File: src/rtl/hc194_ctrl.sv
// Sequencer for a 74HC194 universal shift register: turns one-shot LOAD/SHR/SHL
// commands into the chip's mode, serial and parallel inputs, with busy/done handshake.
//
// state    | meaning
// ---------+-----------------------------------------------------------
// ST_IDLE  | waiting for start; chip held (S=00)
// ST_LOAD  | one cycle of parallel load (S=11, D=captured data)
// ST_SHIFT | one chip shift per cycle until the remaining count runs out
// ST_DONE  | one-cycle completion pulse, then back to idle

module hc194_ctrl #(
    parameter int CNT_W = 3
) (
    input  logic             Clk,
    input  logic             MR,
    input  logic             start,
    input  logic [1:0]       op,
    input  logic             rot,
    input  logic             fill,
    input  logic [CNT_W-1:0] count,
    input  logic [3:0]       data,
    input  logic [3:0]       q_in,
    output logic [1:0]       S,
    output logic             DSR,
    output logic             DSL,
    output logic [3:0]       D,
    output logic             busy,
    output logic             done
);

    localparam logic [1:0] OP_LOAD = 2'b00;
    localparam logic [1:0] OP_SHR  = 2'b01;
    localparam logic [1:0] OP_SHL  = 2'b10;

    localparam logic [1:0] MODE_HOLD = 2'b00;
    localparam logic [1:0] MODE_LOAD = 2'b11;

    typedef enum logic [1:0] {
        ST_IDLE  = 2'b00,
        ST_LOAD  = 2'b01,
        ST_SHIFT = 2'b10,
        ST_DONE  = 2'b11
    } state_t;

    state_t           state_q, state_d;
    logic [1:0]       op_q, op_d;
    logic             rot_q, rot_d;
    logic             fill_q, fill_d;
    logic [3:0]       data_q, data_d;
    logic [CNT_W-1:0] rem_q, rem_d;
    logic             serial_bit;

    always_ff @(posedge Clk or negedge MR) begin
        if (!MR) begin
            state_q <= ST_IDLE;
            op_q    <= 2'b00;
            rot_q   <= 1'b0;
            fill_q  <= 1'b0;
            data_q  <= 4'b0000;
            rem_q   <= '0;
        end else begin
            state_q <= state_d;
            op_q    <= op_d;
            rot_q   <= rot_d;
            fill_q  <= fill_d;
            data_q  <= data_d;
            rem_q   <= rem_d;
        end
    end

    always_comb begin
        state_d = state_q;
        op_d    = op_q;
        rot_d   = rot_q;
        fill_d  = fill_q;
        data_d  = data_q;
        rem_d   = rem_q;
        case (state_q)
            ST_IDLE: begin
                if (start) begin
                    op_d   = op;
                    rot_d  = rot;
                    fill_d = fill;
                    data_d = data;
                    rem_d  = count;
                    if (op == OP_LOAD)
                        state_d = ST_LOAD;
                    else if ((op == OP_SHR || op == OP_SHL) && count != '0)
                        state_d = ST_SHIFT;
                    else
                        state_d = ST_DONE;
                end
            end
            ST_LOAD:  state_d = ST_DONE;
            ST_SHIFT: begin
                rem_d = rem_q - CNT_W'(1);
                if (rem_q == CNT_W'(1))
                    state_d = ST_DONE;
            end
            ST_DONE:  state_d = ST_IDLE;
            default:  state_d = ST_IDLE;
        endcase
    end

    // Rotation feeds back the bit about to fall off the far end of the chip.
    assign serial_bit = rot_q ? ((op_q == OP_SHR) ? q_in[3] : q_in[0]) : fill_q;

    always_comb begin
        S    = MODE_HOLD;
        DSR  = 1'b0;
        DSL  = 1'b0;
        D    = 4'b0000;
        busy = 1'b0;
        done = 1'b0;
        case (state_q)
            ST_IDLE: ;
            ST_LOAD: begin
                S    = MODE_LOAD;
                D    = data_q;
                busy = 1'b1;
            end
            ST_SHIFT: begin
                busy = 1'b1;
                if (op_q == OP_SHR) begin
                    S   = OP_SHR;
                    DSR = serial_bit;
                end else begin
                    S   = OP_SHL;
                    DSL = serial_bit;
                end
            end
            ST_DONE: begin
                busy = 1'b1;
                done = 1'b1;
            end
            default: ;
        endcase
    end

endmodule

File: config.mk
export PLATFORM = sky130hd
export DESIGN_NAME = hc194_ctrl
export DESIGN_NICKNAME = d
export VERILOG_FILES = /design/src/rtl/hc194_ctrl.sv
export SDC_FILE = /design/constraint.sdc
export NUM_CORES = 1
export LEC_CHECK = 0
export CAP_MARGIN = 30
export CORE_ASPECT_RATIO = 1.1
export CORE_UTILIZATION = 44
export CTS_CLUSTER_SIZE = 20
export DETAILED_ROUTE_END_ITERATION = 8
export PLACE_DENSITY_LB_ADDON = 0.1
export SLEW_MARGIN = 25
export SYNTH_ARGS = -nofsm -noshare
export SYNTH_HDL_FRONTEND = slang
export SYNTH_SLANG_ARGS = --single-unit
File: constraint.sdc
create_clock -name Clk -period 1.72 [get_ports Clk]
set_input_delay 0.258 -clock Clk [delete_from_list [all_inputs] [get_ports Clk]]
set_output_delay 0.258 -clock Clk [all_outputs]
set_load 0.005 [all_outputs]
==> results of run 1 <==
-- stage by stage --
stage	setup TNS, ns	instance area, sq um	utilization, %	hold slack [ns]
5_1_grt	-0.0625	1210	68.0	0.395
2_1_floorplan	0	827	-	-0.0376
3_5_place_dp	-0.0683	1120	62.9	0.462
3_3_place_gp	-0.0337	1120	62.9	0.456
4_1_cts	-0.0381	1200	67.5	0.363
6_report	0	1210	68.0	0.343
-- sequential cells by signal (all words and copies together), names as in the netlist --
name,cells
rot_q,1
state_q,2
op_q,2
fill_q,1
rem_q,3
data_q,4
-- timing repair --
action                                  in CTS  in global routing
resized for setup                           23                 19
pin swaps                                    2                  2
endpoints found under the setup margin       9                 19
hold buffers                                 0                  0
setup buffers                                4                  0
-- final cells by class --
type	instances	share of cell area [%]
well taps	18	1.86
flip-flops and latches	13	27.0
multi-input cells	59	42.7
clock buffers	4	2.17
inverters	8	2.69
repair buffers	34	23.7
-- cells in the final DEF (no fill, tap or decap), types with 2 or more instances in the layout --
cell	n
sky130_fd_sc_hd__inv_2	2
sky130_fd_sc_hd__ha_1	4
sky130_fd_sc_hd__buf_4	8
sky130_fd_sc_hd__dfrtp_1	12
sky130_fd_sc_hd__clkbuf_2	6
sky130_fd_sc_hd__or2_2	2
sky130_fd_sc_hd__o21ai_0	3
sky130_fd_sc_hd__nor3_1	3
sky130_fd_sc_hd__mux2i_1	2
sky130_fd_sc_hd__ha_4	3
sky130_fd_sc_hd__mux2_2	2
sky130_fd_sc_hd__a21oi_2	4
sky130_fd_sc_hd__mux2_4	4
sky130_fd_sc_hd__clkdlybuf4s50_1	15
sky130_fd_sc_hd__and2_1	4
sky130_fd_sc_hd__inv_1	5
sky130_fd_sc_hd__nand2b_1	5
sky130_fd_sc_hd__a21oi_1	3
sky130_fd_sc_hd__dlygate4sd2_1	2
sky130_fd_sc_hd__clkbuf_4	3
sky130_fd_sc_hd__nand2_1	6
-- logic make-up after synthesis --
family                     synth area share (%)
buffers and inverters                      5.60
muxes                                      12.4
and+or+nand+nor                            18.2
DFF                                        39.3
adders and majority gates                  12.1
AOI/OAI and AO/OA                          12.4
-- power breakdown --
part / internal [mW] / total, mW / switching (mW)
Combinational: 0.691 / 1.24 / 0.550
Sequential: 0.466 / 0.579 / 0.113
Clock: 0.0900 / 0.196 / 0.106
-- metal layers --
layer  GRT usage [%]  vias to the layer above
met4            9.38                        0
met5               0                        -
met3            2.26                        4
met1            25.0                      344
li1                -                      351
met2            31.8                       16
-- worst min-delay path by stage --
stage	start	to	slack, ns	cells past startpoint
after floorplan	MR	data_q[0]$_DFFE_PN0P_	-0.04	0
after global placement	op_q[1]$_DFFE_PN0P_	op_q[1]$_DFFE_PN0P_	0.46	2
after detailed placement	op_q[1]$_DFFE_PN0P_	op_q[1]$_DFFE_PN0P_	0.46	2
after CTS	MR	rem_q[2]$_DFFE_PN0P_	0.36	1
after global routing	MR	rem_q[2]$_DFFE_PN0P_	0.39	1
final	MR	rem_q[2]$_DFFE_PN0P_	0.34	1
==> run_summary.xml, run 1 <==
<?xml version="1.0" encoding="UTF-8"?>
<metrics>
  <group name="routing">
    <metric name="antenna_violating_nets_post_route" unit="">0</metric>
    <metric name="route.detailed.drc" unit="">4</metric>
    <metric name="routed-via-count" unit="">715</metric>
    <metric name="route.met2.wl" unit="um">918</metric>
    <metric name="drt-met1-wl" unit="um">830</metric>
    <metric name="1st_pass_router_iterations" unit="">6</metric>
    <metric name="topRoutingLayerUsed" unit="">met4</metric>
    <metric name="wire_per_inst" unit="um">13.6</metric>
    <metric name="postRouteWirelength" unit="mm">1.85</metric>
    <metric name="first_iter_violations" unit="">25</metric>
    <metric name="routed_via_density" unit="">5.26</metric>
    <metric name="met3RoutedLength" unit="um">72</metric>
  </group>
  <group name="synth">
    <metric name="ys_ff_latch" unit="">13</metric>
    <metric name="number_of_nets_in_the_synthesized_netlist" unit="">108</metric>
    <metric name="mean_instance_size_in_the_synthesized_netlist" unit="sq um">10.1</metric>
    <metric name="netlist_top_cells_area" unit="">sky130_fd_sc_hd__dfrtp_1 39%, sky130_fd_sc_hd__ha_1 12%, sky130_fd_sc_hd__mux2_4 7.3%, sky130_fd_sc_hd__nand2b_1 3.8%, sky130_fd_sc_hd__a21oi_1 3.6%</metric>
    <metric name="synth_largest_type_area_fraction" unit="%">39.3</metric>
    <metric name="yosys_warnings" unit="">0</metric>
    <metric name="post-synth-top-count-cell" unit="">sky130_fd_sc_hd__dfrtp_1</metric>
    <metric name="synth_top_cells_by_count" unit="">13 x sky130_fd_sc_hd__dfrtp_1, 8 x sky130_fd_sc_hd__ha_1, 8 x sky130_fd_sc_hd__inv_1</metric>
    <metric name="synth-main-ff-cell" unit="">sky130_fd_sc_hd__dfrtp_1</metric>
    <metric name="async_reset_ff_share" unit="%">100</metric>
    <metric name="yosysUniqueCellTypes" unit="">28</metric>
    <metric name="post_synth_instance_area" unit="sq um">827</metric>
    <metric name="synth_edf_count" unit="">0</metric>
    <metric name="synth_sequential_area_ratio" unit="%">39.3</metric>
    <metric name="postSynthCellCount" unit="">82</metric>
    <metric name="synth_top_cell_by_area" unit="">sky130_fd_sc_hd__dfrtp_1</metric>
  </group>
  <group name="global_route">
    <metric name="grt_antenna_before_repair" unit="">0</metric>
    <metric name="grt_start_max_net_pins" unit="">14</metric>
    <metric name="grt_pass1_wl" unit="mm">2.78</metric>
    <metric name="grt.total_usage" unit="%">19.0</metric>
    <metric name="grt_overflow" unit="">0</metric>
    <metric name="first_global_vias" unit="">628</metric>
  </group>
  <group name="clock_network">
    <metric name="cts_buffer_depth" unit="">2</metric>
    <metric name="cts-buffers-inserted" unit="">3</metric>
    <metric name="cts.reportedPaths.clkPinSlew" unit="ns">0.09</metric>
    <metric name="cts_htree_levels" unit="">1</metric>
    <metric name="cts_tree" unit="">yes</metric>
    <metric name="clk_sink_count" unit="">13</metric>
    <metric name="cell_at_the_root_of_the_clock_tree" unit="">sky130_fd_sc_hd__clkbuf_4</metric>
    <metric name="clock_latency" unit="ns">0.28</metric>
  </group>
  <group name="power_and_ir_drop">
    <metric name="power-per-cell-area" unit="nW/um^2">1660</metric>
    <metric name="final_total_power" unit="mW">2.02</metric>
    <metric name="leakage_power" unit="nW">0.581</metric>
    <metric name="irDropWorstVdd" unit="uV">1150</metric>
  </group>
  <group name="worst_setup_path">
    <metric name="timing.critical_path.max_delay_family" unit="">flip-flops</metric>
    <metric name="crit_path_max_incr_delay" unit="ns">0.46</metric>
    <metric name="setup.worst_path.start_class" unit="">register</metric>
    <metric name="reg2reg_from" unit="">state_q[1]$_DFFE_PN0P_</metric>
    <metric name="worst_setup_path_startpoint" unit="">state_q[1]$_DFFE_PN0P_</metric>
    <metric name="crit_buf_inv" unit="">3</metric>
    <metric name="endpoint_kind" unit="">register</metric>
    <metric name="crit_slowest_cell" unit="">sky130_fd_sc_hd__dfrtp_2</metric>
    <metric name="setup.worst_path.class" unit="">register to register</metric>
    <metric name="critical_path_required" unit="ns">1.88</metric>
    <metric name="critical_path.endpoint" unit="">rem_q[1]$_DFFE_PN0P_</metric>
    <metric name="critical_path_arrival" unit="ns">1.87</metric>
    <metric name="rr_endpoint" unit="">rem_q[1]$_DFFE_PN0P_</metric>
    <metric name="cp.depth" unit="">7</metric>
    <metric name="worst_path_most_repeated_cell" unit="">sky130_fd_sc_hd__buf_4</metric>
    <metric name="worst-r2r-cell-count" unit="">7</metric>
    <metric name="cp_max_fo" unit="">8</metric>
    <metric name="rrSetupSlack" unit="ns">0.009</metric>
    <metric name="crit_path_cell_trace" unit="">ha_4 -&gt; buf_4 -&gt; buf_4 -&gt; buf_4 -&gt; or2_2 -&gt; a21oi_2 -&gt; a311oi_1</metric>
  </group>
  <group name="cells_and_area">
    <metric name="finalNetCount" unit="">145</metric>
    <metric name="fillerInstances" unit="">148</metric>
    <metric name="multi_input_comb_area" unit="sq um">517</metric>
    <metric name="synthesis_to_layout_area_growth" unit="%">46.4</metric>
    <metric name="diodes" unit="">0</metric>
    <metric name="layout.area.seq" unit="sq um">327</metric>
    <metric name="post_route_cells_drive_above_1_share" unit="%">35.6</metric>
    <metric name="fin_cells" unit="">136</metric>
  </group>
  <group name="placed_design">
    <metric name="dpl_worst_slack" unit="ns">-0.0592</metric>
    <metric name="numPlacedInstances" unit="">128</metric>
    <metric name="place_hpwl" unit="mm">1.32</metric>
    <metric name="numPortBuffers" unit="">25</metric>
    <metric name="place.gp.congestion" unit="">0.717</metric>
  </group>
  <group name="timing">
    <metric name="maxSlewViolCount" unit="">0</metric>
    <metric name="worst_slew_pin_slew" unit="ns">0.592</metric>
    <metric name="fmax" unit="GHz">0.584</metric>
    <metric name="timing_hold_violations_final" unit="">0</metric>
    <metric name="post-route-period-util" unit="%">99.5</metric>
    <metric name="clock-skew-final" unit="ns">0.00616</metric>
    <metric name="worst_slack" unit="ns">0.00904</metric>
    <metric name="grt_setup_unrepaired" unit="">yes</metric>
    <metric name="finalCriticalPeriod" unit="ns">1.71</metric>
    <metric name="headroom_to_the_max_slew_limit" unit="%">60.4</metric>
    <metric name="setup_viol_count_final" unit="">0</metric>
  </group>
  <group name="outcome">
    <metric name="status" unit="">finished, violations left</metric>
    <metric name="failed_checks" unit="">design-rule violations</metric>
  </group>
  <group name="worst_hold_path">
    <metric name="hold_path_class" unit="">input pin to async pin</metric>
  </group>
  <group name="floorplan">
    <metric name="initial_core_util" unit="%">46.4</metric>
    <metric name="coreArea" unit="sq um">1780</metric>
    <metric name="die_y" unit="um">47.5</metric>
    <metric name="die_x" unit="um">43.3</metric>
    <metric name="std_cell_rows" unit="">16</metric>
    <metric name="fp.dieArea" unit="sq um">2060</metric>
    <metric name="io_pins" unit="">28</metric>
  </group>
  <group name="flow_run">
    <metric name="timing.max_cap.violations" unit="">0</metric>
  </group>
</metrics>
(Power assumes the default switching activity.)
==> inputs of run 2 (changes only) <==
--- a/config.mk
+++ b/config.mk
@@ -7,9 +7,10 @@
 export LEC_CHECK = 0
 export CAP_MARGIN = 30
 export CORE_ASPECT_RATIO = 1.1
-export CORE_UTILIZATION = 44
+export CORE_UTILIZATION = 47
 export CTS_CLUSTER_SIZE = 20
 export DETAILED_ROUTE_END_ITERATION = 8
+export GPL_TIMING_DRIVEN = 0
 export PLACE_DENSITY_LB_ADDON = 0.1
 export SLEW_MARGIN = 25
 export SYNTH_ARGS = -nofsm -noshare
==> constraint.sdc (replaced) <==
create_clock -name Clk -period 2.2 [get_ports Clk]
set_input_delay 0.33 -clock Clk [delete_from_list [all_inputs] [get_ports Clk]]
set_output_delay 0.33 -clock Clk [all_outputs]
set_load 0.005 [all_outputs]
==> run_summary.xml, run 2 (same netlist as run 1, synthesis figures left out) <==
<?xml version="1.0" encoding="UTF-8"?>
<metrics>
  <group name="clock_network">
    <metric name="cts_htree_levels" unit="">1</metric>
    <metric name="cts_tree" unit="">yes</metric>
    <metric name="cts_buffer_depth" unit="">2</metric>
    <metric name="clock_latency" unit="ns">0.28</metric>
    <metric name="cts-buffers-inserted" unit="">3</metric>
    <metric name="cell_at_the_root_of_the_clock_tree" unit="">sky130_fd_sc_hd__clkbuf_4</metric>
    <metric name="clk_sink_count" unit="">13</metric>
    <metric name="cts.reportedPaths.clkPinSlew" unit="ns">0.09</metric>
    <metric name="cts_hold_buffers" unit="">0</metric>
  </group>
  <group name="outcome">
    <metric name="status" unit="">completed</metric>
  </group>
  <group name="worst_setup_path">
    <metric name="critical_path_arrival" unit="ns">1.74</metric>
    <metric name="worst-r2r-cell-count" unit="">6</metric>
    <metric name="crit_path_max_incr_delay" unit="ns">0.50</metric>
    <metric name="timing.critical_path.max_delay_family" unit="">buffers and inverters</metric>
    <metric name="endpoint_kind" unit="">output port</metric>
    <metric name="cp_max_fo" unit="">6</metric>
    <metric name="setup.worst_path.class" unit="">register to output port</metric>
    <metric name="setup.worst_path.start_class" unit="">register</metric>
    <metric name="critical_path_required" unit="ns">1.87</metric>
    <metric name="crit_buf_inv" unit="">2</metric>
    <metric name="cp.depth" unit="">4</metric>
    <metric name="crit_slowest_cell" unit="">sky130_fd_sc_hd__clkdlybuf4s50_1</metric>
    <metric name="crit_path_cell_trace" unit="">inv_1 -&gt; ha_1 -&gt; and2_1 -&gt; clkdlybuf4s50_1</metric>
  </group>
  <group name="cells_and_area">
    <metric name="synthesis_to_layout_area_growth" unit="%">43.1</metric>
    <metric name="finalNetCount" unit="">143</metric>
    <metric name="layout_commonest_cell" unit="">sky130_fd_sc_hd__clkdlybuf4s50_1</metric>
    <metric name="fillerInstances" unit="">133</metric>
    <metric name="fin_cells" unit="">133</metric>
    <metric name="largest_register_ff_count" unit="">4</metric>
    <metric name="post_route_cells_drive_above_1_share" unit="%">19.8</metric>
    <metric name="max_flop_register" unit="">data_q</metric>
    <metric name="biggestRegsByFlops" unit="">data_q x4, rem_q x3</metric>
    <metric name="final_cell_mix" unit="">21 x sky130_fd_sc_hd__clkdlybuf4s50_1, 13 x sky130_fd_sc_hd__dfrtp_1, 7 x sky130_fd_sc_hd__inv_1, 7 x sky130_fd_sc_hd__nand2_1, 7 x sky130_fd_sc_hd__ha_1</metric>
    <metric name="diodes" unit="">0</metric>
  </group>
  <group name="power_and_ir_drop">
    <metric name="power-per-cell-area" unit="nW/um^2">1250</metric>
    <metric name="p_clk_share" unit="%">10.3</metric>
    <metric name="leakage_power" unit="nW">0.608</metric>
    <metric name="irDropWorstVdd" unit="uV">813</metric>
    <metric name="p_comb_share" unit="%">60.1</metric>
    <metric name="power.internal" unit="uW">950</metric>
    <metric name="power_switching_share" unit="%">35.6</metric>
    <metric name="total_switching_power" unit="uW">526</metric>
    <metric name="pwr-share-seq" unit="%">29.5</metric>
  </group>
  <group name="timing">
    <metric name="grt_setup_unrepaired" unit="">no</metric>
    <metric name="finalCriticalPeriod" unit="ns">2.07</metric>
    <metric name="timing_hold_violations_final" unit="">0</metric>
    <metric name="fmax" unit="GHz">0.483</metric>
    <metric name="worst_slew_pin_slew" unit="ns">0.604</metric>
    <metric name="headroom_to_the_max_slew_limit" unit="%">59.6</metric>
    <metric name="timing.setup.tns" unit="ns">0</metric>
    <metric name="maxSlewViolCount" unit="">0</metric>
    <metric name="setup_viol_count_final" unit="">0</metric>
    <metric name="post-route-period-util" unit="%">94.1</metric>
    <metric name="clock-skew-final" unit="ns">0.00689</metric>
  </group>
  <group name="routing">
    <metric name="antenna_violating_nets_post_route" unit="">0</metric>
    <metric name="routed_via_density" unit="">5.17</metric>
    <metric name="routed-via-count" unit="">687</metric>
    <metric name="1st_pass_router_iterations" unit="">4</metric>
    <metric name="postRouteWirelength" unit="mm">1.69</metric>
    <metric name="first_iter_violations" unit="">12</metric>
    <metric name="wire_per_inst" unit="um">12.7</metric>
    <metric name="route.detailed.drc" unit="">0</metric>
  </group>
  <group name="floorplan">
    <metric name="die_y" unit="um">46.0</metric>
    <metric name="fp.dieArea" unit="sq um">1930</metric>
    <metric name="std_cell_rows" unit="">15</metric>
    <metric name="io_pins" unit="">28</metric>
    <metric name="coreArea" unit="sq um">1610</metric>
    <metric name="initial_core_util" unit="%">51.2</metric>
    <metric name="die_x" unit="um">42.0</metric>
  </group>
  <group name="global_route">
    <metric name="grt_start_max_net_pins" unit="">14</metric>
    <metric name="first_global_vias" unit="">644</metric>
    <metric name="grt_antenna_before_repair" unit="">0</metric>
    <metric name="grt_pass1_wl" unit="mm">2.73</metric>
    <metric name="grt.total_usage" unit="%">19.3</metric>
    <metric name="grt_overflow" unit="">0</metric>
  </group>
  <group name="placed_design">
    <metric name="numPortBuffers" unit="">25</metric>
    <metric name="place_hpwl" unit="mm">1.25</metric>
    <metric name="place.gp.congestion" unit="">0.802</metric>
    <metric name="numPlacedInstances" unit="">124</metric>
  </group>
  <group name="worst_hold_path">
    <metric name="hold_path_class" unit="">input pin to async pin</metric>
  </group>
  <group name="flow_run">
    <metric name="timing.max_cap.violations" unit="">0</metric>
  </group>
</metrics>
## run 2: area by class of cell
type,instances,area [sq um],area share [%]
Sequential cell,13,325,27.5
Buffer,2,22.5,1.90
Tap cell,17,21.3,1.80
Clock buffer,4,26.3,2.22
Timing Repair Buffer,30,298,25.2
Inverter,8,30.0,2.54
Multi-Input combinational cell,59,460,38.9
## run 2: final timing paths
path                                    endpoint                   start  slack [ns]
hold / removal                 rot_q$_DFFE_PN0P_                      MR        0.42
setup reg to reg           data_q[0]$_DFFE_PN0P_  state_q[0]$_DFFE_PN0P_        0.66
hold reg to reg              op_q[0]$_DFFE_PN0P_     op_q[0]$_DFFE_PN0P_        0.50
setup / recovery                            D[3]  state_q[1]$_DFFE_PN0P_        0.13
min in group Clk             op_q[0]$_DFFE_PN0P_     op_q[0]$_DFFE_PN0P_        0.50
max in group asynchronous  data_q[2]$_DFFE_PN0P_                      MR        1.38
## run 2: through the flow
step	util, %	hold WS, ns	power, mW	setup WS, ns	area, sq um
3_3_place_gp	68.1	0.455	1.22	0.142	1100
6_report	73.3	0.421	1.48	0.129	1180
3_5_place_dp	68.1	0.481	1.25	0.107	1100
4_1_cts	72.7	0.454	1.50	0.0280	1170
5_1_grt	73.3	0.465	1.60	0.0230	1180
2_1_floorplan	-	0.0344	0.953	0.737	827
## run 2: power groups by stage
stage / Sequential (mW) / Clock, mW / Combinational (mW)
2_1_floorplan: 0.421 / 0 / 0.532
3_3_place_gp: 0.436 / 0 / 0.783
3_5_place_dp: 0.443 / 0 / 0.805
4_1_cts: 0.437 / 0.156 / 0.906
5_1_grt: 0.451 / 0.167 / 0.983
6_report: 0.436 / 0.153 / 0.887
## run 2: what timing repair did
item / in CTS / in global routing
buffers inserted: 5 / 0
pin swaps: 0 / 1
resized for setup: 5 / 4
endpoints found under the setup margin: 4 / 4
## run 2: routing by layer
layer  GRT usage, %  share of wire [%]
met1           24.1                 45
met2           31.6                 49
met3           4.37                5.2
met4           9.68                1.3
met5              0                  0
==> inputs of run 3 (changes only) <==
--- a/config.mk
+++ b/config.mk
@@ -6,12 +6,14 @@
 export NUM_CORES = 1
 export LEC_CHECK = 0
 export CAP_MARGIN = 30
+export CELL_PAD_IN_SITES_DETAIL_PLACEMENT = 1
+export CELL_PAD_IN_SITES_GLOBAL_PLACEMENT = 1
 export CORE_ASPECT_RATIO = 1.1
-export CORE_UTILIZATION = 47
+export CORE_UTILIZATION = 35
 export CTS_CLUSTER_SIZE = 20
 export DETAILED_ROUTE_END_ITERATION = 8
 export GPL_TIMING_DRIVEN = 0
-export PLACE_DENSITY_LB_ADDON = 0.1
+export PLACE_DENSITY = 0.81
 export SLEW_MARGIN = 25
 export SYNTH_ARGS = -nofsm -noshare
 export SYNTH_HDL_FRONTEND = slang
==> run_summary.xml, run 3 (same netlist as run 1, synthesis figures left out) <==
<?xml version="1.0" encoding="UTF-8"?>
<metrics>
  <group name="outcome">
    <metric name="status" unit="">completed</metric>
  </group>
  <group name="global_route">
    <metric name="first_global_vias" unit="">722</metric>
    <metric name="grt_pass1_wl" unit="mm">3.21</metric>
    <metric name="grt_start_max_net_pins" unit="">14</metric>
    <metric name="met2_usage" unit="%">31.9</metric>
    <metric name="grt_antenna_before_repair" unit="">0</metric>
    <metric name="grtUsageMet1" unit="%">19.8</metric>
    <metric name="global_route.usage.met3" unit="%">4.60</metric>
    <metric name="grt_overflow" unit="">0</metric>
    <metric name="grt_busiest_layer" unit="">met2</metric>
    <metric name="grt.total_usage" unit="%">16.7</metric>
  </group>
  <group name="floorplan">
    <metric name="fp.dieArea" unit="sq um">2560</metric>
    <metric name="die_x" unit="um">48.4</metric>
    <metric name="die_y" unit="um">53.0</metric>
    <metric name="std_cell_rows" unit="">18</metric>
    <metric name="initial_core_util" unit="%">37.1</metric>
    <metric name="coreArea" unit="sq um">2230</metric>
    <metric name="io_pins" unit="">28</metric>
  </group>
  <group name="power_and_ir_drop">
    <metric name="power.internal" unit="uW">939</metric>
    <metric name="p_comb_share" unit="%">60.0</metric>
    <metric name="power_switching_share" unit="%">36.4</metric>
    <metric name="irDropWorstVdd" unit="uV">674</metric>
    <metric name="final_total_power" unit="mW">1.48</metric>
    <metric name="power-per-cell-area" unit="nW/um^2">1250</metric>
    <metric name="pwr-share-seq" unit="%">29.8</metric>
    <metric name="total_switching_power" unit="uW">537</metric>
    <metric name="p_clk_share" unit="%">10.2</metric>
    <metric name="leakage_power" unit="nW">0.558</metric>
  </group>
  <group name="worst_setup_path">
    <metric name="cp.depth" unit="">6</metric>
    <metric name="setup.worst_path.start_class" unit="">register</metric>
    <metric name="crit_path_cell_trace" unit="">inv_2 -&gt; ha_2 -&gt; buf_6 -&gt; nand2_1 -&gt; a21oi_1 -&gt; clkdlybuf4s50_1</metric>
    <metric name="crit_buf_inv" unit="">3</metric>
    <metric name="critical_path_arrival" unit="ns">1.76</metric>
    <metric name="timing.critical_path.max_delay_family" unit="">buffers and inverters</metric>
    <metric name="crit_slowest_cell" unit="">sky130_fd_sc_hd__clkdlybuf4s50_1</metric>
    <metric name="rrSetupSlack" unit="ns">0.62</metric>
    <metric name="worst-r2r-cell-count" unit="">6</metric>
    <metric name="cp_max_fo" unit="">5</metric>
    <metric name="critical_path_required" unit="ns">1.87</metric>
    <metric name="setup.worst_path.class" unit="">register to output port</metric>
    <metric name="crit_path_max_incr_delay" unit="ns">0.52</metric>
    <metric name="endpoint_kind" unit="">output port</metric>
  </group>
  <group name="routing">
    <metric name="antenna_violating_nets_post_route" unit="">0</metric>
    <metric name="wire_per_inst" unit="um">13.4</metric>
    <metric name="routed-via-count" unit="">718</metric>
    <metric name="postRouteWirelength" unit="mm">1.95</metric>
    <metric name="routed_via_density" unit="">4.95</metric>
    <metric name="route.detailed.drc" unit="">0</metric>
    <metric name="1st_pass_router_iterations" unit="">4</metric>
    <metric name="first_iter_violations" unit="">9</metric>
  </group>
  <group name="timing">
    <metric name="worst_slew_pin_slew" unit="ns">0.607</metric>
    <metric name="fmax" unit="GHz">0.479</metric>
    <metric name="headroom_to_the_max_slew_limit" unit="%">59.4</metric>
    <metric name="setup_viol_count_final" unit="">0</metric>
    <metric name="timing.setup.tns" unit="ns">0</metric>
    <metric name="clock-skew-final" unit="ns">0.00481</metric>
    <metric name="finalCriticalPeriod" unit="ns">2.09</metric>
    <metric name="grt_setup_unrepaired" unit="">no</metric>
    <metric name="timing_hold_violations_final" unit="">0</metric>
    <metric name="maxSlewViolCount" unit="">0</metric>
    <metric name="post-route-period-util" unit="%">95.0</metric>
    <metric name="worst_slack" unit="ns">0.110</metric>
  </group>
  <group name="clock_network">
    <metric name="clk_sink_count" unit="">13</metric>
    <metric name="cts.reportedPaths.clkPinSlew" unit="ns">0.08</metric>
    <metric name="clock_latency" unit="ns">0.27</metric>
    <metric name="cts-buffers-inserted" unit="">3</metric>
    <metric name="cts_htree_levels" unit="">1</metric>
    <metric name="cell_at_the_root_of_the_clock_tree" unit="">sky130_fd_sc_hd__clkbuf_4</metric>
    <metric name="cts_hold_buffers" unit="">0</metric>
    <metric name="cts_buffer_depth" unit="">2</metric>
    <metric name="cts_tree" unit="">yes</metric>
  </group>
  <group name="cells_and_area">
    <metric name="layout_commonest_cell" unit="">sky130_fd_sc_hd__clkdlybuf4s50_1</metric>
    <metric name="multi_input_comb_area" unit="sq um">460</metric>
    <metric name="post_route_cells_drive_above_1_share" unit="%">19.1</metric>
    <metric name="fillerInstances" unit="">256</metric>
    <metric name="finalNetCount" unit="">142</metric>
    <metric name="biggestRegsByFlops" unit="">data_q x4, rem_q x3</metric>
    <metric name="diodes" unit="">0</metric>
    <metric name="layout.area.seq" unit="sq um">325</metric>
    <metric name="synthesis_to_layout_area_growth" unit="%">43.0</metric>
    <metric name="largest_register_ff_count" unit="">4</metric>
    <metric name="fin_area" unit="sq um">1180</metric>
    <metric name="final_cell_mix" unit="">22 x sky130_fd_sc_hd__clkdlybuf4s50_1, 13 x sky130_fd_sc_hd__dfrtp_1, 7 x sky130_fd_sc_hd__inv_1, 7 x sky130_fd_sc_hd__nand2_1</metric>
    <metric name="max_flop_register" unit="">data_q</metric>
  </group>
  <group name="placed_design">
    <metric name="place.gp.congestion" unit="">0.723</metric>
    <metric name="place_hpwl" unit="mm">1.52</metric>
    <metric name="dpl_worst_slack" unit="ns">0.0534</metric>
    <metric name="placedInstanceArea" unit="sq um">1110</metric>
    <metric name="numPortBuffers" unit="">25</metric>
  </group>
  <group name="worst_hold_path">
    <metric name="hold_path_class" unit="">input pin to async pin</metric>
  </group>
  <group name="flow_run">
    <metric name="timing.max_cap.violations" unit="">0</metric>
  </group>
</metrics>
[run 3: cell types whose count changed in the layout (fill, tap and decap cells not counted)]
cell	change
sky130_fd_sc_hd__dlygate4sd2_1	+2
sky130_fd_sc_hd__buf_4	-1
sky130_fd_sc_hd__ha_1	-1
sky130_fd_sc_hd__ha_2	+1
sky130_fd_sc_hd__nor2_1	+1
sky130_fd_sc_hd__dlymetal6s2s_1	-3
sky130_fd_sc_hd__clkdlybuf4s50_1	+1
sky130_fd_sc_hd__nor2_2	-1
[run 3: routing by layer]
layer / part of all wire [%] / up-vias
met2: 53 / 14
li1: - / 347
met4: 0 / 0
met3: 3.8 / 0
met1: 43 / 357
met5: 0 / -
[run 3: worst reg2reg max path, delay by kind of cell (launching register included)]
| kind | cells | cell delay (ns) |
|---|---|---|
| adders and majority gates | 1 | 0.28 |
| muxes | 1 | 0.30 |
| buffers and inverters | 3 | 0.36 |
| and+or+nand+nor | 1 | 0.12 |
| DFF | 1 | 0.41 |
[run 3: power by group through the flow]
stage | registers [mW] | logic (mW) | clock network (mW)
2_1_floorplan | 0.421 | 0.532 | 0
3_3_place_gp | 0.437 | 0.797 | 0
3_5_place_dp | 0.444 | 0.825 | 0
4_1_cts | 0.440 | 0.900 | 0.153
5_1_grt | 0.458 | 0.982 | 0.162
6_report | 0.439 | 0.886 | 0.150
[run 3: repair_timing]
item                       in CTS  in global routing
setup buffers                   4                  0
gates resized for setup         6                  2
setup endpoints to repair       4                  1
pin swaps                       1                  0
[run 3: final timing paths]
kind	endpoint	from
setup / recovery	DSL	state_q[0]$_DFFE_PN0P_
hold / removal	op_q[1]$_DFFE_PN0P_	MR
setup reg to reg	data_q[0]$_DFFE_PN0P_	state_q[0]$_DFFE_PN0P_
hold reg to reg	op_q[1]$_DFFE_PN0P_	op_q[1]$_DFFE_PN0P_
max in group asynchronous	rem_q[2]$_DFFE_PN0P_	MR
min in group Clk	op_q[1]$_DFFE_PN0P_	op_q[1]$_DFFE_PN0P_
[run 3: area by class of cell]
class                      instances  share of cell area (%)
buffer                             2                    1.90
clock buffer                       4                    2.22
inverter                           8                    2.54
multi-input combinational         59                    38.9
sequential                        13                    27.5
tap                               30                    3.17
timing repair buffer              29                    23.7
[run 3: metrics by stage]
stage          util [%]  instances  hold slack [ns]
2_1_floorplan         -         82           0.0344
3_3_place_gp       50.0        137            0.455
3_5_place_dp       50.0        137            0.469
4_1_cts            52.8        145            0.447
5_1_grt            53.0        145            0.486
6_report           53.0        145            0.431
